<file path="src/rtl/wb_arb_pkg.sv">
// Shared types for the writeback port arbiter: state encoding, entry struct, default widths.
// No logic; imported by wb_arb_fifo and wb_port_arbiter.
// The optional forwarding lookup is enabled by defining WB_ARB_FWD_EN.
package wb_arb_pkg;

    localparam int DEF_DATA_W = 16;
    localparam int DEF_REG_AW = 3;

    typedef enum logic [1:0] {
        IDLE  = 2'd0,
        PEND  = 2'd1,
        FORCE = 2'd2
    } arb_state_t;

    typedef struct packed {
        logic [DEF_REG_AW-1:0] waddr;
        logic [DEF_DATA_W-1:0] wdata;
    } wb_arb_entry_t;

endpackage

</file>
<file path="src/rtl/wb_arb_fifo.sv">
// Small synchronous FIFO holding multi-cycle results waiting for a free write-port cycle.
// Latency: a pushed entry is visible at head on the cycle after the push (no bypass).
// Backpressure: full is registered, so a pop only frees a push slot from the next cycle (WB_ARB_FWD_EN exposes storage).
module wb_arb_fifo
    import wb_arb_pkg::*;
#(
    parameter type T          = wb_arb_entry_t,
    parameter int  DEPTH      = 2,
    localparam int AW         = $clog2(DEPTH),
    localparam int CW         = AW + 1
) (
    input  logic          clk,
    input  logic          rst,
    input  logic          push,
    input  T              push_data,
    input  logic          pop,
    output T              head,
    output logic          full,
    output logic          empty,
    output logic [CW-1:0] count
`ifdef WB_ARB_FWD_EN
    ,
    output T [DEPTH-1:0]  entries,
    output logic [AW-1:0] rd_ptr
`endif
);

    T [DEPTH-1:0]  mem;
    logic [AW-1:0] wr_ptr;
    logic [AW-1:0] rd_ptr_q;

    // Pointer and occupancy update; pointers wrap naturally because DEPTH is a power of 2.
    always_ff @(posedge clk) begin
        if (rst) begin
            wr_ptr   <= '0;
            rd_ptr_q <= '0;
            count    <= '0;
        end else begin
            if (push) wr_ptr   <= wr_ptr + AW'(1);
            if (pop)  rd_ptr_q <= rd_ptr_q + AW'(1);
            count <= count + CW'(push) - CW'(pop);
        end
    end

    // Entry storage needs no reset; occupancy decides which slots are meaningful.
    always_ff @(posedge clk) begin
        if (push) mem[wr_ptr] <= push_data;
    end

    assign head  = mem[rd_ptr_q];
    assign full  = (count == CW'(DEPTH));
    assign empty = (count == '0);

`ifdef WB_ARB_FWD_EN
    assign entries = mem;
    assign rd_ptr  = rd_ptr_q;
`endif

endmodule

</file>
<file path="src/rtl/wb_port_arbiter.sv">
// Shares the register-file write port between WB-stage writes and buffered multi-cycle results.
// Latency: pipe writes pass through combinationally; mc results reach the port no earlier than the next cycle.
// Backpressure: mc_ready = !full; pipe_stall rises only when a starved FIFO head forces a drain (WB_ARB_FWD_EN adds lookup).
module wb_port_arbiter
    import wb_arb_pkg::*;
#(
    parameter int  DATA_W     = DEF_DATA_W,
    parameter int  REG_AW     = DEF_REG_AW,
    parameter int  FIFO_DEPTH = 2,
    parameter int  STARVE_MAX = 4,
    localparam int AW         = $clog2(FIFO_DEPTH),
    localparam int CNT_W      = $clog2(FIFO_DEPTH) + 1,
    localparam int SW         = $clog2(STARVE_MAX + 1)
) (
    input  logic              clk,
    input  logic              rst,
    input  logic              pipe_valid,
    input  logic [REG_AW-1:0] pipe_reg,
    input  logic [DATA_W-1:0] pipe_data,
    output logic              pipe_stall,
    input  logic              mc_valid,
    input  logic [REG_AW-1:0] mc_reg,
    input  logic [DATA_W-1:0] mc_data,
    output logic              mc_ready,
    output logic              rf_we,
    output logic [REG_AW-1:0] rf_waddr,
    output logic [DATA_W-1:0] rf_wdata,
    output logic [CNT_W-1:0]  fifo_count
`ifdef WB_ARB_FWD_EN
    ,
    input  logic [REG_AW-1:0] fwd_raddr0,
    input  logic [REG_AW-1:0] fwd_raddr1,
    output logic              fwd_hit0,
    output logic              fwd_hit1,
    output logic [DATA_W-1:0] fwd_data0,
    output logic [DATA_W-1:0] fwd_data1
`endif
);

    typedef struct packed {
        logic [REG_AW-1:0] waddr;
        logic [DATA_W-1:0] wdata;
    } entry_t;

    arb_state_t    state;
    logic [SW-1:0] starve_cnt;
    entry_t        mc_entry;
    entry_t        head;
    logic          fifo_full;
    logic          fifo_empty;
    logic          push;
    logic          pop;

    assign mc_entry = '{waddr: mc_reg, wdata: mc_data};
    assign mc_ready = !fifo_full;
    assign push     = mc_valid && !fifo_full;

`ifdef WB_ARB_FWD_EN
    entry_t [FIFO_DEPTH-1:0] fifo_entries;
    logic [AW-1:0]           fifo_rd_ptr;
`endif

    wb_arb_fifo #(
        .T     (entry_t),
        .DEPTH (FIFO_DEPTH)
    ) u_fifo (
        .clk       (clk),
        .rst       (rst),
        .push      (push),
        .push_data (mc_entry),
        .pop       (pop),
        .head      (head),
        .full      (fifo_full),
        .empty     (fifo_empty),
        .count     (fifo_count)
`ifdef WB_ARB_FWD_EN
        ,
        .entries   (fifo_entries),
        .rd_ptr    (fifo_rd_ptr)
`endif
    );

    // Write-port grant: pipe by default, FIFO head on idle pipe cycles or when starvation forces it.
    always_comb begin
        pop        = 1'b0;
        pipe_stall = 1'b0;
        rf_we      = pipe_valid;
        rf_waddr   = pipe_reg;
        rf_wdata   = pipe_data;
        case (state)
            PEND:    pop = !pipe_valid && !fifo_empty;
            FORCE: begin
                pop        = !fifo_empty;
                pipe_stall = pipe_valid;
            end
            default: pop = 1'b0;
        endcase
        if (pop) begin
            rf_we    = 1'b1;
            rf_waddr = head.waddr;
            rf_wdata = head.wdata;
        end
    end

    // Arbitration FSM with the starvation counter; every dequeue restarts the wait for the next head.
    always_ff @(posedge clk) begin
        if (rst) begin
            state      <= IDLE;
            starve_cnt <= '0;
        end else begin
            case (state)
                IDLE: begin
                    if (push) state <= PEND;
                end
                PEND: begin
                    if (pipe_valid) begin
                        starve_cnt <= starve_cnt + SW'(1);
                        if (starve_cnt == SW'(STARVE_MAX - 1)) state <= FORCE;
                    end else begin
                        starve_cnt <= '0;
                        if (fifo_count == CNT_W'(1) && !push) state <= IDLE;
                    end
                end
                FORCE: begin
                    starve_cnt <= '0;
                    state      <= (fifo_count == CNT_W'(1) && !push) ? IDLE : PEND;
                end
                default: begin
                    state      <= IDLE;
                    starve_cnt <= '0;
                end
            endcase
        end
    end

`ifdef WB_ARB_FWD_EN
    // Forwarding lookup: scan oldest to newest so the newest matching entry wins.
    always_comb begin
        logic [AW-1:0] idx;
        idx       = '0;
        fwd_hit0  = 1'b0;
        fwd_hit1  = 1'b0;
        fwd_data0 = '0;
        fwd_data1 = '0;
        for (int i = 0; i < FIFO_DEPTH; i++) begin
            idx = fifo_rd_ptr + AW'(i);
            if (CNT_W'(i) < fifo_count) begin
                if (fifo_entries[idx].waddr == fwd_raddr0) begin
                    fwd_hit0  = 1'b1;
                    fwd_data0 = fifo_entries[idx].wdata;
                end
                if (fifo_entries[idx].waddr == fwd_raddr1) begin
                    fwd_hit1  = 1'b1;
                    fwd_data1 = fifo_entries[idx].wdata;
                end
            end
        end
    end
`endif

endmodule

</file>
<file path="config.mk">
export PLATFORM = sky130hd
export DESIGN_NAME = wb_port_arbiter
export DESIGN_NICKNAME = d
export VERILOG_FILES = /design/src/rtl/wb_arb_pkg.sv /design/src/rtl/wb_arb_fifo.sv /design/src/rtl/wb_port_arbiter.sv
export SDC_FILE = /design/constraint.sdc
export NUM_CORES = 1
export LEC_CHECK = 0
export ABC_AREA = 1
export BUFFER_PORTS_ARGS = -buffer_cell sky130_fd_sc_hd__buf_2
export CAP_MARGIN = 5
export CELL_PAD_IN_SITES_DETAIL_PLACEMENT = 1
export CELL_PAD_IN_SITES_GLOBAL_PLACEMENT = 1
export CORE_AREA = 2 2 101 64
export DETAILED_ROUTE_END_ITERATION = 10
export DIE_AREA = 0 0 103 66
export PLACE_DENSITY = 0.82
export SLEW_MARGIN = 20
export SYNTH_ARGS = -nofsm -noshare
export SYNTH_HDL_FRONTEND = slang
export SYNTH_SLANG_ARGS = --single-unit
</file>
<file path="constraint.sdc">
create_clock -name clk -period 1.92 [get_ports clk]
set_input_delay 0.192 -clock clk [delete_from_list [all_inputs] [get_ports clk]]
set_output_delay 0.192 -clock clk [all_outputs]
set_load 0.005 [all_outputs]
</file>
* Word level (Yosys, flattened, before mapping)
Index checks and enable logic that the tools add are counted. W data, S select, Z words.
Operators by class: add/sub/neg operators 5, $lt $le $gt $ge 3, equal/unequal tests 8, multiplexer cells 18, reduce and logical (&&, ||, !) cells 11
Operators by type and width (count):
- $mux W19 | 3
- $bwmux W38 | 1
- $demux W19 S1 | 1
- $mux W16 | 1
- $mux W2 | 4
- $mux W3 | 2
- $ne A3 B3 Y1 const B | 2
- $pmux W2 S3 | 1
- $pmux W3 S2 | 1
- $eq A2 B1 Y1 const B | 2
- $eq A2 B2 Y1 const B | 2
- $logic_and A1 B1 Y1 | 4
- $logic_not A1 Y1 | 4
- $logic_not A2 Y1 | 2
- $lt A1 B2 Y1 const B | 2
- $add A3 B1 Y3 const B | 1
- $eq A3 B2 Y1 const B | 1
- $mux W1 | 3
- $reduce_and A3 Y1 | 1
- $add A1 B1 Y1 const B | 2
- $add A2 B1 Y2 | 1
- $ne A2 B2 Y1 const B | 1
- $pmux W1 S2 | 1
- $sub A2 B1 Y2 | 1
- $ge A1 B1 Y1 const B | 1
Storage, ports and cells: register bits 47, logic and storage cells 54

* Logic depth before layout (Yosys ltp)
Gate-level depths: netlist of the first run.
depth in word-level cells 8, mapped depth 10

* Cells and area by module
From an unflattened synthesis of the first run, not the netlist that was laid out.
Unflattened totals: cells, all modules 210, area, all modules 2268.4 sq um
By module, submodules not included:
- wb_arb_fifo | times used 1, cells an instance 88, area each 1577.8 sq um, sequential area each 1221.2 sq um
- wb_port_arbiter | times used 1, cells an instance 122, area each 690.7 sq um, sequential area each 100.1 sq um

* Worst setup path after synthesis of the first run
Ideal clock, no wire load.
path type reg2reg, from register u_fifo.count[0], to register u_fifo.mem[19] in the netlist's numbering, enable pin, setup time 0.396 ns, data arrival time 1.472 ns, required time 1.524 ns, path slack 0.052 ns, cell stages (with the launch flop) 5, buffers on the path 0, path through dfxtp_1 inv_1 nand2_1 nand2_1 nor2_1
Between the ends: word-level cells in the longest chain between the ends 3
Ends and longest elaborated chain:
- start, declared | line wb_arb_fifo.sv:20 | output logic [CW-1:0] count
- start signal, assigned | line wb_arb_fifo.sv:41 | count <= count + CW'(push) - CW'(pop);
- $eq A2 B2 Y1 | line wb_arb_fifo.sv:51 | assign full = (count == CW'(DEPTH));
- $logic_not A1 Y1
- via mc_ready | line wb_port_arbiter.sv:24 | output logic mc_ready,
- $logic_and A1 B1 Y1 | line wb_port_arbiter.sv:56 | assign push = mc_valid && !fifo_full;
- end signal, assigned by index | line wb_arb_fifo.sv:47 | if (push) mem[wr_ptr] <= push_data;
- end, declared | line wb_arb_fifo.sv:28 | T [DEPTH-1:0] mem;
The timed path passes the listed nets, and every way through them passes these cells. A chain may end at the register's enable or synchronous reset.

* Worst setup path after layout of the first run
from register state[1], to output rf_wdata[0]
Between the ends: word-level cells in the longest chain between the ends 3, elaborated cells on any way between the ends 4, classes of those cells eq/ne: 2; mux: 2
Ends and longest elaborated chain:
- start, declared | line wb_port_arbiter.sv:45 | arb_state_t state;
- start signal, assigned | line wb_port_arbiter.sv:126 | state <= (fifo_count == CNT_W'(1) && !push) ? IDLE : PEND;
- $eq A2 B2 Y1 / $eq A2 B1 Y1 (equally long branches) | line wb_port_arbiter.sv:90 | case (state)
- $pmux W1 S2 (*) | line wb_port_arbiter.sv:90
- $mux W16 (*) | line wb_port_arbiter.sv:98 | if (pop) begin
- end, declared | line wb_port_arbiter.sv:27 | output logic [DATA_W-1:0] rf_wdata,
Every way passes the cells marked *; elsewhere a longest branch is shown, timed or not.

==> metrics.cfg, run 1 <==
[yosys]
yosysMostFrequentCell=nor2_1
synthAdderAreaFrac_pct=3.97
yosys_register_bits=47
synth_common_cells=nor2_1 (48), edfxtp_1 (38), nand2_1 (37)
yosysUniqueCellTypes=20
syn_inst=202
synth_async_sr_flop_share_pct=0
ys_seq_area_share_pct=59.9
synth_compound_area_share_pct=13.7
muxShareOfSynthArea_pct=0
synth_top_cell_area_share_pct=51.7
syn_area_per_cell_sq_um=10.9
synth_edf_count=38
synth_area_sq_um=2210
synth_top_family_by_area=simple AND/OR/NAND/NOR gates
ys_warn_count=0
synth_flop_cell=edfxtp_1
synth_nets=251
synthSimpleGateAreaFrac_pct=16.8
yosysTopAreaCell=edfxtp_1
synth-xor-area-share_pct=0.397
synth_area_leaders=edfxtp_1 (52%), o31ai_2 (11%), dfxtp_1 (8.2%)

[finish]
regArea_sq_um=1330
post-route-util_pct=54.2
syn_to_final_growth_pct=44.6
drive_above_1_share_pct=48.8
antenna_cells=0
nFillCells=641
multi_input_area_sq_um=1050
fin_cells=369
final_nets=333

[route]
wire_per_inst_um=19.6
viasPerCell=5.02
wirelength_um=7240
dr.pass1.iters=4
ant_nets=0
drcViolationCount=0
drt_iter0_drc=77
num_vias=1851

[power_and_ir_drop]
power.density_nw_per_um2=853
vdd_drop_max_mv=0.393
finalPower_mw=2.72
cellLeakagePower_nw=1.34

[clock_network]
numClockSinks=47
numCtsBuffers=5
cts_max_level=2
path_clk_slew_ps=90
postCtsHoldBufs=0
cts_buffer_depth=2
clk_latency_ps=300
cts_tree=yes
cts_root_buf=clkbuf_8

[worst_setup_path]
path_delay_family=buffers and inverters
cp_num_buf_inv=4
end_kind=output pin
crit_required_ps=1730
crit_slowest_cell=dfxtp_4
cp-start-kind=flip-flop
cp.arrival_ps=1850
crit_type=flip-flop to output pin
path_max_fanout=6
path_cells=inv_6 > ha_4 > inv_4 > o21bai_4 > nand3_4 > buf_6 > o31ai_4 > buf_2
crit_path_max_incr_delay_ps=380

[floorplanning]
core_area_sq_um=5890
die_area_sq_um=6800
io_pins=66
dieHeight_um=66
fp.dieW_um=103
start_util_pct=37.4
row_count=22

[place]
place_inst=352
gp_congestion=0.772
port_buffers=65
hpwlAfterDp_um=4340

[global_route]
first_global_vias=2073
antenna_found_initial=0
globalRouteTotalUtil_pct=22.7
grt-ovfl-total=0
grt_pass1_wl_um=11000
grt_max_degree=21

[timing]
fin_ws_ps=-118
worst_pin_slew_ps=295
finalMaxSlewViolations=0
maxSlewHeadroom_pct=80.3
rsz0062_at_grt=yes
final-setup-viol-count=19
hold_viol_final=0
finClkSkew_ps=7.90
timing.final.crit_share_pct=106
fmax_mhz=491
period_needed_ps=2040

[hold_path]
min_path_type=input port to flip-flop

[status]
status=finished with violations
violations=setup timing

[run]
max-cap-violations=0

## registers in the layout, indices dropped and copies added, names as in the netlist
register / flops
starve_cnt: 3
state: 2
u_fifo.count: 2
u_fifo.mem: 38
u_fifo.rd_ptr_q: 1
u_fifo.wr_ptr: 1
## report_power, final
group          leakage, nW  internal, mW  switching [mW]
combinational        0.853         0.312           0.428
clock               0.0524         0.390           0.336
sequential           0.430          1.20          0.0570
## final cells by class
cell class / count / area share (%)
Clock inverter: 1 / 0.941
Clock buffer: 7 / 2.39
Multi-Input combinational cell: 130 / 33.0
Inverter: 17 / 2.31
Sequential cell: 47 / 41.6
Timing Repair Buffer: 83 / 16.4
Tap cell: 84 / 3.29
## cell usage in the layout, fill, tap and decap left out, types with 4 or more instances in the layout
cell	netlist	layout
o31ai_2	19	5
edfxtp_1	38	38
nor2_1	48	45
buf_4	1	12
buf_2	3	65
a21oi_1	7	7
dfxtp_1	9	7
clkbuf_8	0	5
nand2_2	0	4
nand2_4	0	8
nand2_1	37	24
o31ai_4	0	14
inv_1	17	14
## kinds of logic (layout without fill, tap and decap cells)
family	Yosys count	in the layout
buffers and inverters	25	108
AND/OR/NAND/NOR	92	92
flip-flops	47	47
AO/OA/AOI/OAI	30	30
XOR/XNOR	1	1
adder cells (fa/ha/maj)	7	7
## final timing paths
path / start / to / slack [ps] / cells past startpoint
worst max-delay path: state[1] / rf_wdata[0] / -120 / 8
worst min-delay path: mc_data[1] / u_fifo.mem[1] / 70 / 1
worst max register to register: state[1] / u_fifo.count[1] / 0 / 12
worst min register to register: starve_cnt[2] / starve_cnt[2] / 480 / 2
## repair_timing
action	CTS	global route
setup endpoints to repair	20	22
gates resized for setup	43	25
setup buffers	8	1
cloned	3	0
pin swaps	3	9
## routing by layer
metal / vias up / track usage [%] / part of all wire [%]
met5: - / 0 / 0
met1: 927 / 28.0 / 42
met3: 14 / 4.33 / 3.6
met4: 0 / 8.88 / 2.6
met2: 60 / 39.2 / 52
li1: 850 / - / -
## stage by stage
| stage | worst slack, ps | setup TNS, ps | instance area, sq um | hold slack (ps) |
|---|---|---|---|---|
| global route | -169 | -2620 | 3190 | 62.4 |
| finish | -118 | -1390 | 3190 | 71.3 |
| detailed placement | 109 | 0 | 2680 | 385 |
| CTS | -94.0 | -1130 | 3100 | 66.4 |
| global placement | 242 | 0 | 2680 | 381 |
| floorplan | 52.4 | 0 | 2210 | 261 |
No activity file was read; power rests on OpenSTA's default activity.
==> inputs of run 2 (changes only) <==
--- a/config.mk
+++ b/config.mk
@@ -14,6 +14,7 @@
 export DETAILED_ROUTE_END_ITERATION = 10
 export DIE_AREA = 0 0 103 66
 export PLACE_DENSITY = 0.82
+export RECOVER_POWER = 50
 export SLEW_MARGIN = 20
 export SYNTH_ARGS = -nofsm -noshare
 export SYNTH_HDL_FRONTEND = slang
==> metrics.cfg, run 2 (synthesized netlist as in run 1, its figures left out) <==
[timing]
worst_pin_slew_ps=293  ; -2.12 ps
fin_ws_ps=-126  ; -8.20 ps
rsz0062_at_grt=yes
final-setup-viol-count=20  ; +1
period_needed_ps=2050  ; +8.20 ps
finClkSkew_ps=8.04  ; +0.140 ps
timing.final.crit_share_pct=107  ; +0.43 points
fmax_mhz=489  ; -0.40%
maxSlewHeadroom_pct=80.5  ; +0.14 points
hold_viol_final=0  ; unchanged
finalSetupTns_ps=-1550  ; -153 ps
finalMaxSlewViolations=0  ; unchanged

[finish]
fin_area_sq_um=3170  ; -0.55%
regArea_sq_um=1330  ; unchanged
multi_input_area_sq_um=1050  ; unchanged
top_register=u_fifo.mem
final_cell_mix=buf_2 (51), nor2_1 (45), edfxtp_1 (38)
syn_to_final_growth_pct=43.8
antenna_cells=0  ; unchanged
nFillCells=649  ; +1.2%
largest_reg_flops=38  ; unchanged
final_common_cell=buf_2
largestRegisters=u_fifo.mem: 38 flops, starve_cnt: 3 flops
final_nets=333  ; unchanged
drive_above_1_share_pct=43.9  ; -4.9 points

[global_route]
globalRouteTotalUtil_pct=22.7  ; unchanged
grt_pass1_wl_um=11000  ; unchanged
first_global_vias=2073  ; unchanged
antenna_found_initial=0  ; unchanged
grt-ovfl-total=0  ; unchanged
grt_max_degree=21  ; unchanged

[clock_network]
cts_buffer_depth=2  ; unchanged
cts_tree=yes
clk_latency_ps=300  ; about the same
cts_max_level=2  ; unchanged
cts_root_buf=clkbuf_8
path_clk_slew_ps=90  ; about the same
numCtsBuffers=5  ; unchanged
numClockSinks=47  ; unchanged

[route]
dr.pass1.iters=4  ; unchanged
viasPerCell=4.98  ; -0.70%
wirelength_um=7260  ; +0.25%
drt_iter0_drc=81  ; +5.2%
ant_nets=0  ; unchanged
num_vias=1838  ; -0.70%
drcViolationCount=0  ; unchanged
wire_per_inst_um=19.7  ; +0.25%

[worst_setup_path]
crit_required_ps=1730  ; about the same
end_kind=output pin
r2r-start=state[1]
crit_type=flip-flop to output pin
cp-start-kind=flip-flop
cp.arrival_ps=1850  ; about the same
crit_start=state[1]
path_max_fanout=6  ; unchanged

[floorplanning]
die_area_sq_um=6800  ; unchanged
core_area_sq_um=5890  ; unchanged
io_pins=66  ; unchanged
dieHeight_um=66  ; unchanged
row_count=22  ; unchanged
start_util_pct=37.4  ; unchanged
fp.dieW_um=103  ; unchanged

[hold_path]
hp-start=mc_data[1]
min_path_type=input port to flip-flop

[run]
max-cap-violations=0  ; unchanged

[place]
gp_congestion=0.772  ; unchanged
port_buffers=65  ; unchanged
hpwlAfterDp_um=4340  ; unchanged
dpl-instance-area_sq_um=2680  ; unchanged

[power_and_ir_drop]
cellLeakagePower_nw=1.30  ; -2.9%
vdd_drop_max_mv=0.392  ; -0.42%
power.density_nw_per_um2=857  ; +0.46%

[status]
violations=setup timing
status=finished with violations

==> run 2: worst paths after layout <==
kind | end | slack (ps) | cells past startpoint
setup / recovery | rf_waddr[2] | -130 | 10
setup reg to reg | u_fifo.count[1] | -10 | 12
hold / removal | u_fifo.mem[1] | 70 | 1
hold reg to reg | starve_cnt[2] | 480 | 2
==> run 2: where the power goes <==
part           internal [mW]  switching (mW)  leakage (nW)
sequential              1.20          0.0576         0.430
clock                  0.390           0.337        0.0524
combinational          0.308           0.429         0.814
total                   1.90           0.823          1.30
==> run 2: per-stage QoR <==
step | hold WS (ps) | setup WS [ps] | power, mW | util (%) | instances
final | 71.4 | -126 | 2.72 | 53.9 | 369
after global routing | 62.4 | -169 | 2.83 | 53.9 | 369
after CTS | 66.4 | -94.0 | 2.63 | 52.6 | 370
after detailed placement | 385 | 109 | 1.76 | 45.5 | 352
after global placement | 381 | 242 | 1.73 | 45.5 | 352
after floorplan | 261 | 52.4 | 1.54 | - | 202
==> run 2: area by class of cell <==
| class | count | share of cell area [%] |
|---|---|---|
| inverter | 17 | 2.33 |
| timing repair buffer | 83 | 16.0 |
| clock buffer | 7 | 2.41 |
| tap | 84 | 3.31 |
| sequential | 47 | 41.9 |
| multi-input combinational | 130 | 33.2 |
| clock inverter | 1 | 0.946 |
==> run 2: critical path, cell delays in order (launching register included) <==
cell and delay [ps]:
dfxtp_4 380, inv_6 70, ha_4 150, inv_4 40
o21bai_4 150, nand3_4 150, buf_6 180, buf_16 150
nand2_4 70, o31ai_4 60, buf_2 140
==> run 2: what timing repair did <==
action | 4_1_cts | 5_1_grt
hold endpoints to repair | 0 | 0
endpoints found under the setup margin | 20 | 22
pin swaps | 3 | 9
resized for setup | 43 | 25
gates cloned | 3 | 0
buffers inserted | 8 | 1
hold buffers | 0 | 0
==> run 2: metal layers <==
layer  part of all wire, %  global-route usage [%]
met2                    51                    39.2
met4                   2.7                    8.88
met5                     0                       0
met1                    41                    28.0
met3                   4.6                    4.33
==> inputs of run 3 (changes only) <==
--- a/config.mk
+++ b/config.mk
@@ -7,15 +7,16 @@
 export LEC_CHECK = 0
 export ABC_AREA = 1
 export BUFFER_PORTS_ARGS = -buffer_cell sky130_fd_sc_hd__buf_2
-export CAP_MARGIN = 5
+export CAP_MARGIN = 20
 export CELL_PAD_IN_SITES_DETAIL_PLACEMENT = 1
 export CELL_PAD_IN_SITES_GLOBAL_PLACEMENT = 1
-export CORE_AREA = 2 2 101 64
+export CORE_AREA = 2 2 102 65
 export DETAILED_ROUTE_END_ITERATION = 10
-export DIE_AREA = 0 0 103 66
+export DIE_AREA = 0 0 104 67
 export PLACE_DENSITY = 0.82
 export RECOVER_POWER = 50
 export SLEW_MARGIN = 20
 export SYNTH_ARGS = -nofsm -noshare
 export SYNTH_HDL_FRONTEND = slang
+export SYNTH_HIERARCHICAL = 1
 export SYNTH_SLANG_ARGS = --single-unit
==> metrics.cfg, run 3 <==
[route]
wire_per_inst_um=14.7  ; -25%
viasPerCell=4.58  ; -8.1%
wirelength_um=5460  ; -25%
ant_nets=0  ; unchanged
drt_iter0_drc=83  ; +2.5%
num_vias=1698  ; -7.6%
dr.pass1.iters=4  ; unchanged
drcViolationCount=0  ; unchanged

[yosys]
yosys_register_bits=47  ; unchanged
ys_warn_count=6  ; +6
synth_area_sq_um=2270  ; +2.8%
synth_flop_cell=edfxtp_1
synth_area_leaders=edfxtp_1 (50%), nand2_1 (11%), mux2_2 (9.4%)
syn_area_per_cell_sq_um=10.8  ; -1.1%
synth_nets=260  ; +3.6%
synth_async_sr_flop_share_pct=0  ; unchanged
yosysTopAreaCell=edfxtp_1
ys_seq_area_share_pct=58.2  ; -1.7 points
synth_top_family_by_area=simple AND/OR/NAND/NOR gates
synth_edf_count=38  ; unchanged
yosysMostFrequentCell=nand2_1
synthSimpleGateAreaFrac_pct=18.6  ; +1.9 points
syn_inst=210  ; +4.0%
synthAdderAreaFrac_pct=4.41  ; +0.44 points
synth_top_cell_area_share_pct=50.3  ; -1.4 points
synth_compound_area_share_pct=1.82  ; -12 points
synth-xor-area-share_pct=0.386  ; -0.011 points
yosysUniqueCellTypes=20  ; unchanged
synth_common_cells=nand2_1 (64), edfxtp_1 (38), inv_1 (20)
muxShareOfSynthArea_pct=9.43  ; +9.4 points

[timing]
worst_pin_slew_ps=254  ; -38.5 ps
timing.final.crit_share_pct=96.7  ; -9.9 points
finalMaxSlewViolations=0  ; unchanged
maxSlewHeadroom_pct=83.0  ; +2.5 points
finalSetupTns_ps=0  ; +1550 ps
period_needed_ps=1860  ; -190 ps
hold_viol_final=0  ; unchanged
fmax_mhz=539  ; +10%
final-setup-viol-count=0  ; -100%
finClkSkew_ps=8.72  ; +0.676 ps

[global_route]
first_global_vias=1762  ; -15%
antenna_found_initial=0  ; unchanged
grt_max_degree=21  ; unchanged
grt_pass1_wl_um=8200  ; -26%
grt-ovfl-total=0  ; unchanged
globalRouteTotalUtil_pct=15.4  ; -7.3 points

[worst_setup_path]
cp.arrival_ps=1660  ; -190 ps
path_max_fanout=10  ; +4
crit_path_max_incr_delay_ps=370  ; about the same
crit_required_ps=1730  ; about the same
path_delay_family=buffers and inverters
path_cells=inv_2 > ha_4 > inv_1 > nand2_2 > nand3_4 > inv_4 > clkbuf_16 > nand2_2 > nand2_1 > buf_2
end_kind=output pin
cp_common_cell=nand2_2
cp-start-kind=flip-flop
cp_num_buf_inv=5  ; unchanged
crit_type=flip-flop to output pin
crit_slowest_cell=dfxtp_4

[floorplanning]
io_pins=66  ; unchanged
dieHeight_um=67  ; +1.5%
core_area_sq_um=5950  ; +0.93%
fp.dieW_um=104  ; +0.97%
die_area_sq_um=6970  ; +2.5%
start_util_pct=38.2  ; +0.71 points
row_count=22  ; unchanged

[power_and_ir_drop]
finalPower_mw=2.75  ; +1.0%
vdd_drop_max_mv=0.348  ; -11%
cellLeakagePower_nw=1.27  ; -1.9%
power.density_nw_per_um2=940  ; +9.6%

[clock_network]
clk_latency_ps=300  ; about the same
numCtsBuffers=5  ; unchanged
cts_tree=yes
cts_buffer_depth=2  ; unchanged
numClockSinks=47  ; unchanged
cts_max_level=2  ; unchanged
path_clk_slew_ps=90  ; about the same
cts_root_buf=clkbuf_8
postCtsHoldBufs=0  ; unchanged

[place]
port_buffers=65  ; unchanged
gp_congestion=0.808  ; +4.6%
hpwlAfterDp_um=3870  ; -11%

[finish]
post-route-util_pct=49.2  ; -4.7 points
final_nets=336  ; +0.90%
drive_above_1_share_pct=43.6  ; -0.31 points
largest_reg_flops=38  ; unchanged
final_common_cell=nand2_1
largestRegisters=u_fifo/mem: 38 flops, starve_cnt: 3 flops
top_register=u_fifo/mem
final_cell_mix=nand2_1 (63), buf_2 (54), edfxtp_1 (38)
antenna_cells=0  ; unchanged
syn_to_final_growth_pct=28.9

[run]
max-cap-violations=0  ; unchanged

[status]
status=completed

[hold_path]
min_path_type=input port to flip-flop

==> run 3: area by class of cell <==
| type | count | area (sq um) |
|---|---|---|
| tap | 84 | 105 |
| fill | 700 | 3020 |
| sequential | 47 | 1330 |
| inverter | 25 | 96.3 |
| multi-input combinational | 132 | 836 |
| clock buffer | 5 | 68.8 |
| timing repair buffer | 75 | 424 |
| clock inverter | 3 | 67.6 |
==> run 3: logic make-up after synthesis <==
group	Yosys count
simple gates	97
flops	47
buf+inv	31
mux	19
fa+ha+maj	8
compound gates	7
xor+xnor	1
==> run 3: path summary, 6_finish.rpt <==
check	from	slack, ps	cells after the start	end
worst max-delay path	state[0]	60	10	rf_wdata[3]
worst min-delay path	mc_data[12]	70	1	u_fifo/mem[12]
worst max register to register	state[1]	90	14	u_fifo/count[1]
worst min register to register	starve_cnt[2]	480	2	starve_cnt[2]
==> run 3: repair_timing <==
action	CTS	global route
resized for setup	6	12
setup buffers	0	1
setup endpoints to repair	20	20
cloned	0	1
==> run 3: per-layer routing <==
| metal | vias to the layer above | part of all wire, % | track usage (%) |
|---|---|---|---|
| li1 | 828 | - | - |
| met1 | 821 | 43 | 17.9 |
| met2 | 42 | 51 | 28.0 |
| met3 | 7 | 5.2 | 4.11 |
| met4 | 0 | 0.99 | 5.07 |
| met5 | - | 0 | 0 |
==> run 3: metrics by stage <==
stage	cells	hold slack [ps]	cell area, sq um	worst slack [ps]
after CTS	369	62.6	2850	22.4
after floorplan	210	261	2270	65.5
after global routing	371	63.3	2920	-14.6
after detailed placement	361	383	2700	13.9
final	371	73.1	2920	63.5
after global placement	361	381	2700	175
==> run 3: power breakdown <==
| part | internal, mW | switching [mW] |
|---|---|---|
| clock network | 0.519 | 0.338 |
| logic | 0.275 | 0.354 |
| registers | 1.21 | 0.0512 |
==> run 3: worst register-to-register path, delay by kind of cell, from the launching register on <==
kind | cells | cell delay, ps
simple gates | 7 | 470
buf+inv | 4 | 250
flops | 1 | 380
fa+ha+maj | 3 | 630
